### src/rtl/regfile_op_sequencer.sv
// Runs one {op, rd, rs1, rs2} command at a time on a 2R/1W register file: IDLE -> READ -> EXEC -> WRITE.
// Write/rsp three cycles after accept, one command per 4 cycles; REGSEQ_INIT_CLEAR_EN adds a post-reset zero-fill walk.
module regfile_op_sequencer #(
  parameter int DATA_W   = 8,
  parameter int ADDR_W   = 4,
  parameter int NUM_REGS = 16
) (
  input  logic              clk,
  input  logic              reset,
  input  logic              cmd_valid,
  output logic              cmd_ready,
  input  logic [2:0]        cmd_op,
  input  logic [ADDR_W-1:0] cmd_rd,
  input  logic [ADDR_W-1:0] cmd_rs1,
  input  logic [ADDR_W-1:0] cmd_rs2,
  output logic              rsp_valid,
  output logic [DATA_W-1:0] rsp_result,
  output logic [ADDR_W-1:0] reg1_read_addr,
  output logic [ADDR_W-1:0] reg2_read_addr,
  input  logic [DATA_W-1:0] reg1_read_data_in,
  input  logic [DATA_W-1:0] reg2_read_data_in,
  output logic [ADDR_W-1:0] reg_write_address_out,
  output logic [DATA_W-1:0] reg_write_data_out,
  output logic              reg_write_enable
);

  localparam logic [2:0] OP_ADD  = 3'b000;
  localparam logic [2:0] OP_SUB  = 3'b001;
  localparam logic [2:0] OP_AND  = 3'b010;
  localparam logic [2:0] OP_OR   = 3'b011;
  localparam logic [2:0] OP_XOR  = 3'b100;
  localparam logic [2:0] OP_PASS = 3'b101;
  localparam logic [2:0] OP_SHL1 = 3'b110;
  localparam logic [2:0] OP_NOP  = 3'b111;

  // A mis-sized instance never accepts a command rather than addressing phantom registers.
  localparam bit CFG_OK = (NUM_REGS == (1 << ADDR_W));

  typedef enum logic [2:0] {
    S_IDLE  = 3'd0,
    S_READ  = 3'd1,
    S_EXEC  = 3'd2,
    S_WRITE = 3'd3
`ifdef REGSEQ_INIT_CLEAR_EN
    , S_CLEAR = 3'd4
`endif
  } state_t;

  typedef struct packed {
    logic [2:0]        op;
    logic [ADDR_W-1:0] rd;
    logic [ADDR_W-1:0] rs1;
    logic [ADDR_W-1:0] rs2;
  } cmd_t;

`ifdef REGSEQ_INIT_CLEAR_EN
  localparam state_t RST_STATE = S_CLEAR;
  localparam logic [ADDR_W-1:0] LAST_ADDR = ADDR_W'(NUM_REGS - 1);
  logic [ADDR_W-1:0] clr_addr;
`else
  localparam state_t RST_STATE = S_IDLE;
`endif

  state_t            state, state_nxt;
  cmd_t              cmd_q;
  logic [DATA_W-1:0] rs1_q, rs2_q;
  logic [DATA_W-1:0] result_q, rsp_q, alu_res;

  always_ff @(posedge clk) begin
    if (reset) begin
      state    <= RST_STATE;
      cmd_q    <= '0;
      rs1_q    <= '0;
      rs2_q    <= '0;
      result_q <= '0;
      rsp_q    <= '0;
`ifdef REGSEQ_INIT_CLEAR_EN
      clr_addr <= '0;
`endif
    end else begin
      state <= state_nxt;
      if (state == S_IDLE && cmd_valid && cmd_ready)
        cmd_q <= '{op: cmd_op, rd: cmd_rd, rs1: cmd_rs1, rs2: cmd_rs2};
      if (state == S_READ) begin
        rs1_q <= reg1_read_data_in;
        rs2_q <= reg2_read_data_in;
      end
      if (state == S_EXEC)
        result_q <= alu_res;
      if (state == S_WRITE)
        rsp_q <= result_q;
`ifdef REGSEQ_INIT_CLEAR_EN
      if (state == S_CLEAR)
        clr_addr <= clr_addr + 1'b1;
`endif
    end
  end

  always_comb begin
    alu_res = '0;
    case (cmd_q.op)
      OP_ADD:  alu_res = rs1_q + rs2_q;
      OP_SUB:  alu_res = rs1_q - rs2_q;
      OP_AND:  alu_res = rs1_q & rs2_q;
      OP_OR:   alu_res = rs1_q | rs2_q;
      OP_XOR:  alu_res = rs1_q ^ rs2_q;
      OP_PASS: alu_res = rs1_q;
      OP_SHL1: alu_res = {rs1_q[DATA_W-2:0], 1'b0};
      default: alu_res = '0;
    endcase
  end

  always_comb begin
    cmd_ready             = (state == S_IDLE) && CFG_OK;
    rsp_valid             = (state == S_WRITE);
    rsp_result            = (state == S_WRITE) ? result_q : rsp_q;
    reg1_read_addr        = cmd_q.rs1;
    reg2_read_addr        = cmd_q.rs2;
    reg_write_enable      = (state == S_WRITE) && (cmd_q.op != OP_NOP);
    reg_write_address_out = cmd_q.rd;
    reg_write_data_out    = result_q;
`ifdef REGSEQ_INIT_CLEAR_EN
    // Reset parks the FSM in CLEAR; hold off the write strobe until reset drops.
    if (state == S_CLEAR) begin
      reg_write_enable      = !reset;
      reg_write_address_out = clr_addr;
      reg_write_data_out    = '0;
    end
`endif

    state_nxt = state;
    case (state)
      S_IDLE:  if (cmd_valid && cmd_ready) state_nxt = S_READ;
      S_READ:  state_nxt = S_EXEC;
      S_EXEC:  state_nxt = S_WRITE;
      S_WRITE: state_nxt = S_IDLE;
`ifdef REGSEQ_INIT_CLEAR_EN
      S_CLEAR: if (clr_addr == LAST_ADDR) state_nxt = S_IDLE;
`endif
      default: state_nxt = S_IDLE;
    endcase
  end

endmodule
### config.mk
export PLATFORM = sky130hd
export DESIGN_NAME = regfile_op_sequencer
export DESIGN_NICKNAME = d
export VERILOG_FILES = /design/src/rtl/regfile_op_sequencer.sv
export SDC_FILE = /design/constraint.sdc
export NUM_CORES = 1
export LEC_CHECK = 0
export CAP_MARGIN = 20
export CORE_ASPECT_RATIO = 1.1
export CORE_MARGIN = 5
export CORE_UTILIZATION = 51
export DETAILED_ROUTE_END_ITERATION = 8
export PLACE_DENSITY = 0.8
export SLEW_MARGIN = 10
export SYNTH_ARGS = -nofsm -noshare
export SYNTH_HDL_FRONTEND = slang
export SYNTH_SLANG_ARGS = --single-unit
### constraint.sdc
create_clock -name clk -period 3.5 [get_ports clk]
set_clock_uncertainty 0.2 [all_clocks]
set_input_delay 0.7 -clock clk [delete_from_list [all_inputs] [get_ports clk]]
set_output_delay 0.7 -clock clk [all_outputs]
set_load 0.05 [all_outputs]
* Word-level counts from Yosys, hierarchy flattened
Cells that the tools add are included.
** Operators by class
- Add/sub/neg operators :: 2
- Equality and inequality tests :: 11
- Muxes and demuxes :: 4
- Bitwise logic cells :: 3
- Reductions and logical operators :: 5
** Operators with widths (count)
- $pmux 8 s7 :: 1
- $eq 3x2->1 const B :: 4
- $eq 3x3->1 const B :: 3
- $pmux 3 s3 :: 1
- $add 8x8->8 :: 1
- $and 8x8->8 :: 1
- $mux 8 :: 1
- $or 8x8->8 :: 1
- $sub 8x8->8 :: 1
- $xor 8x8->8 :: 1
- $eq 3x1->1 const B :: 2
- $logic_not 3->1 :: 2
- $logic_and 1x1->1 :: 3
- $mux 3 :: 1
- $ne 3x3->1 const B :: 1
- $ne 2x1->1 const B :: 1
** Word-level totals
- Register bits after elaboration :: 50
- Input port bits :: 34
- Logic and storage cells :: 34

* Depth between registers and ports, before layout
- Depth after elaboration :: 4
- Gate-level depth with buffers :: 11
- Mapped depth without buffers :: 11

* Least setup slack after synthesis
OpenSTA, ideal clock, no wires.
- Kind :: register to register
- From :: register cmd_q[13] (netlist bit)
- To :: register result_q[7], in the netlist reg_write_data_out[7]
- Setup time :: 122 ps
- Arrival time :: 2290 ps
- Required time :: 3178 ps
- Setup slack :: 888 ps
- Cell stages (with the launch flop) :: 11
- Path buffers :: 1
- Cells stage by stage :: dfxtp_1 buf_6 nor3b_4 mux2_2 inv_1 ha_1 nor2b_1 o31ai_1 a21oi_1 nor2b_1 a221o_1
** On the way
- Word-level cells in the longest chain between the ends :: 2
** RTL lines
- start: declaration :: RTL line 65 : cmd_t cmd_q;
- start signal: assignment :: RTL line 83 : cmd_q <= '{op: cmd_op, rd: cmd_rd, rs1: cmd_rs1, rs2: cmd_rs2};
- $eq 3x3->1, or another cell as far along :: RTL line 101 : case (cmd_q.op)
- $pmux 8 s7 * :: RTL line 101
- end signal: assignment :: RTL line 89 : result_q <= alu_res;
- end: declaration :: RTL line 67 : logic [DATA_W-1:0] result_q, rsp_q, alu_res;
Mark *: on every way between the ends. The rest lies on a longest branch, timed or not.
A chain may end at the register's enable or synchronous reset.

* Worst setup path after layout
- From :: register state[0]
- To :: output port rsp_result[6]
** On the way
- Word-level cells in the longest chain between the ends :: 2
** RTL lines
- start: declaration :: RTL line 64 : state_t state, state_nxt;
- start signal: assignment :: RTL line 81 : state <= state_nxt;
- $eq 3x2->1 :: RTL line 116 : rsp_result = (state == S_WRITE) ? result_q : rsp_q;
- $mux 8 :: RTL line 116
- end: declaration :: RTL line 17 : output logic [DATA_W-1:0] rsp_result,
No other way between the ends.

==> summary.md <==
| Metric | Value |
|---|---|
| Status | `complete, no violations` |
| CTS tree | `built` |
| Worst hold slack | `0.2605 ns` |
| Final Cycle Share | `89.26%` |
| Fmax | `320.1 MHz` |
| Main flop type after synthesis | `dfxtp_1` |
| Max Cap Violations | `0` |
| H-tree depth reported by CTS | `2` |
| Hold Path Class | `reg -> reg` |
| Pre-CTS setup slack | `0.6899 ns` |
| Core box area | `5806 sq um` |
| Largest fanout on the critical path | `10` |
| Initial Util | `52.74%` |
| Clock Pin Slew Worst Setup and Hold Paths | `0.09 ns` |
| Routed WL | `6.884 mm` |
| Clock Tree Buf Depth | `2` |
| DP Area | `3633 sq um` |
| Vias after detailed routing | `2,507` |
| Antenna diode count | `0` |
| Port Buf Inserts | `64` |
| Top Ports | `65` |
| Cells after synthesis | `356` |
| Vias in the first global route | `2,430` |
| Die Wd | `83.88 microns` |
| Crit path DAT | `2.22 ns` |
| Metal3 WL | `265 microns` |
| Post-CTS sizing | `0` |
| Final HPWL DP | `5.195 mm` |
| Num Clock Sinks | `49` |
| GP Congestion | `0.8795` |
| Grt ovf | `0` |
| Syn nets | `419` |
| 1st-pass router iterations | `4` |
| Iter 0 DRT Violations | `99` |
| Rows | `29` |
| Count of final hold-check violations | `0` |
| Highest routing layer actually used | `met4` |
| EDFF count, synth | `0` |
| Worst skew pair latency | `0.30 ns` |
| Async set-reset flop share out of synthesis | `0%` |
| Hold buffer count at CTS | `0` |
| Register bit total from synthesis | `49` |
| Routed length on met2 | `3.374 mm` |
| Final setup fails | `0` |
| Post-route insts no fill | `477` |
| Post-DRT Antenna Nets | `0` |
| Total Power | `3.082 mW` |
| Largest net degree at the start of global routing | `29` |
| CTS root buf | `clkbuf_8` |
| IR Drop Worst-Case VDD | `0.0003738 V` |
| Final WS setup | `0.3760 ns` |
| Fin util | `64.50%` |
| Max Slew Vio Count | `0` |
| Area of the die | `7655 sq um` |
| TNS Setup | `0 ns` |
| Global-route usage over all layers | `18.11%` |
| Sequential share of the synthesized area | `32.04%` |
| Crit path time final | `3.124 ns` |
| RSZ-0062 raised after global routing | `false` |
| Transition time of the tightest slew-check pin | `1.083 ns` |
| Yosys warning count | `0` |
| DRC violations left | `0` |
| WL/cell | `14.43 microns` |
| Area of the mapped netlist | `3062 sq um` |
| Layout area overhead | `22.31%` |
| CTS buffer count | `5` |
| First-pass GRT wire length | `11.56 mm` |
| Die Y | `91.27 microns` |
| Nets | `462` |
| Rel. slew slack | `27.82%` |
| Syn_area_per_cell | `8.600 sq um` |
| Finished Cell Area | `3745 sq um` |
| Crit Path Class | `reg -> out` |
| Crit end category | `primary output` |
| Post-CTS Setup Bufs | `0` |
| Fraction of layout cells with a size suffix above 1 | `6.750%` |
| CP Launch Type | `flip-flop` |
| Crit path required time | `2.60 ns` |
| Vias per cell | `5.256` |
| Inst Count DP | `469` |
| Initial antenna violation count | `0` |
| Pleak | `1.464 nW` |
| PwrDens | `823.0 nW/um^2` |
| Yosys cell types | `50` |
| Met1 WL | `3.121 mm` |
-- worst max-delay path, stage by stage, from the launching register on --
cell and delay (ns):
dfxtp_1 0.40, ha_1 0.42, mux2_2 0.40, clkdlybuf4s50_1 0.70
-- logic make-up (layout without fill, tap and decap cells) --
| group | count (synthesis) | count (layout) | share of synthesized area [%] |
|---|---|---|---|
| buffers and inverters | 59 | 103 | 9.685 |
| flip-flops | 49 | 49 | 32.04 |
| AO/OA/AOI/OAI | 71 | 71 | 15.94 |
| AND/OR/NAND/NOR | 104 | 104 | 15.69 |
| adder cells (fa/ha/maj) | 29 | 29 | 12.10 |
| XOR/XNOR | 8 | 8 | 2.289 |
| multiplexers | 36 | 36 | 12.26 |
-- cells in the final DEF (no fill, tap or decap), types with 2 or more instances in the layout --
cell type and count:
dfxtp_1 49, and2_1 10, o21a_1 2, nor2b_1 8, o211ai_1 4, clkbuf_8 5, mux2_2 12, buf_4 4
mux2i_1 24, a221o_1 2, nand3_1 2, o221ai_1 5, a211oi_1 5, nand2b_1 2, nand2_1 43, a31oi_1 3
clkdlybuf4s50_1 64, a21oi_1 26, o21ai_0 6, ha_1 28, xnor2_1 7, nor2_1 29, inv_1 27, o211a_1 2
nor3_1 5
-- state kept, by name, summed over array words and instances (netlist names), 3 cells and up --
signal and count:
rsp_q 8, reg2_read_addr 4, cmd_q 3, rs2_q 8, reg_write_data_out 8, reg1_read_addr 4
rs1_q 8, reg_write_address_out 4
-- report_power, final --
part | internal (mW) | total, mW | switching (mW)
Sequential | 0.682 | 0.808 | 0.126
Combinational | 0.796 | 1.87 | 1.07
Clock | 0.215 | 0.404 | 0.189
-- cells in the mapped netlist (2+ instances only) --
cell,instances,area [sq um]
o21a_1,2,15.01
dfxtp_1,49,980.9
clkbuf_1,9,33.78
nor2_1,29,108.9
nor3_1,5,25.02
buf_4,14,105.1
nand2b_1,2,12.51
buf_2,6,30.03
nand3_1,2,10.01
a21oi_1,26,130.1
ha_1,28,350.3
mux2i_1,24,240.2
a31oi_1,3,18.77
o211ai_1,4,30.03
mux2_2,12,135.1
inv_1,27,101.4
nand2_1,43,161.4
and2_1,10,62.56
xnor2_1,7,61.31
buf_6,2,22.52
nor2b_1,8,50.05
o21ai_0,6,30.03
a211oi_1,5,37.54
o211a_1,2,20.02
o221ai_1,5,43.79
a221o_1,2,20.02
-- final cells by class --
cell class | instances | area, sq um
fillers | 493 | 2061
multi-input cells | 248 | 1784
flip-flops and latches | 49 | 980.9
repair buffers | 68 | 670.6
inverters | 27 | 101.3
well taps | 77 | 96.34
clock buffers | 6 | 72.57
clock inverters | 2 | 38.79
-- layer usage --
| layer | track usage, % | vias up |
|---|---|---|
| met2 | 31.17 | 57 |
| li1 | - | 1296 |
| met1 | 22.83 | 1148 |
| met5 | 0 | - |
| met4 | 6.568 | 0 |
| met3 | 2.896 | 6 |
-- worst paths after layout --
check / from / endpoint / slack (ns) / cells past startpoint
worst max-delay path: state[0] / rsp_result[6] / 0.38 / 3
worst min-delay path: reg1_read_addr[0] / reg1_read_addr[0] / 0.26 / 2
worst max register to register: cmd_q[14] / reg_write_data_out[5] / 0.69 / 9
worst min register to register: reg1_read_addr[0] / reg1_read_addr[0] / 0.26 / 2
Note: power is estimated with default switching activity, not from simulation.
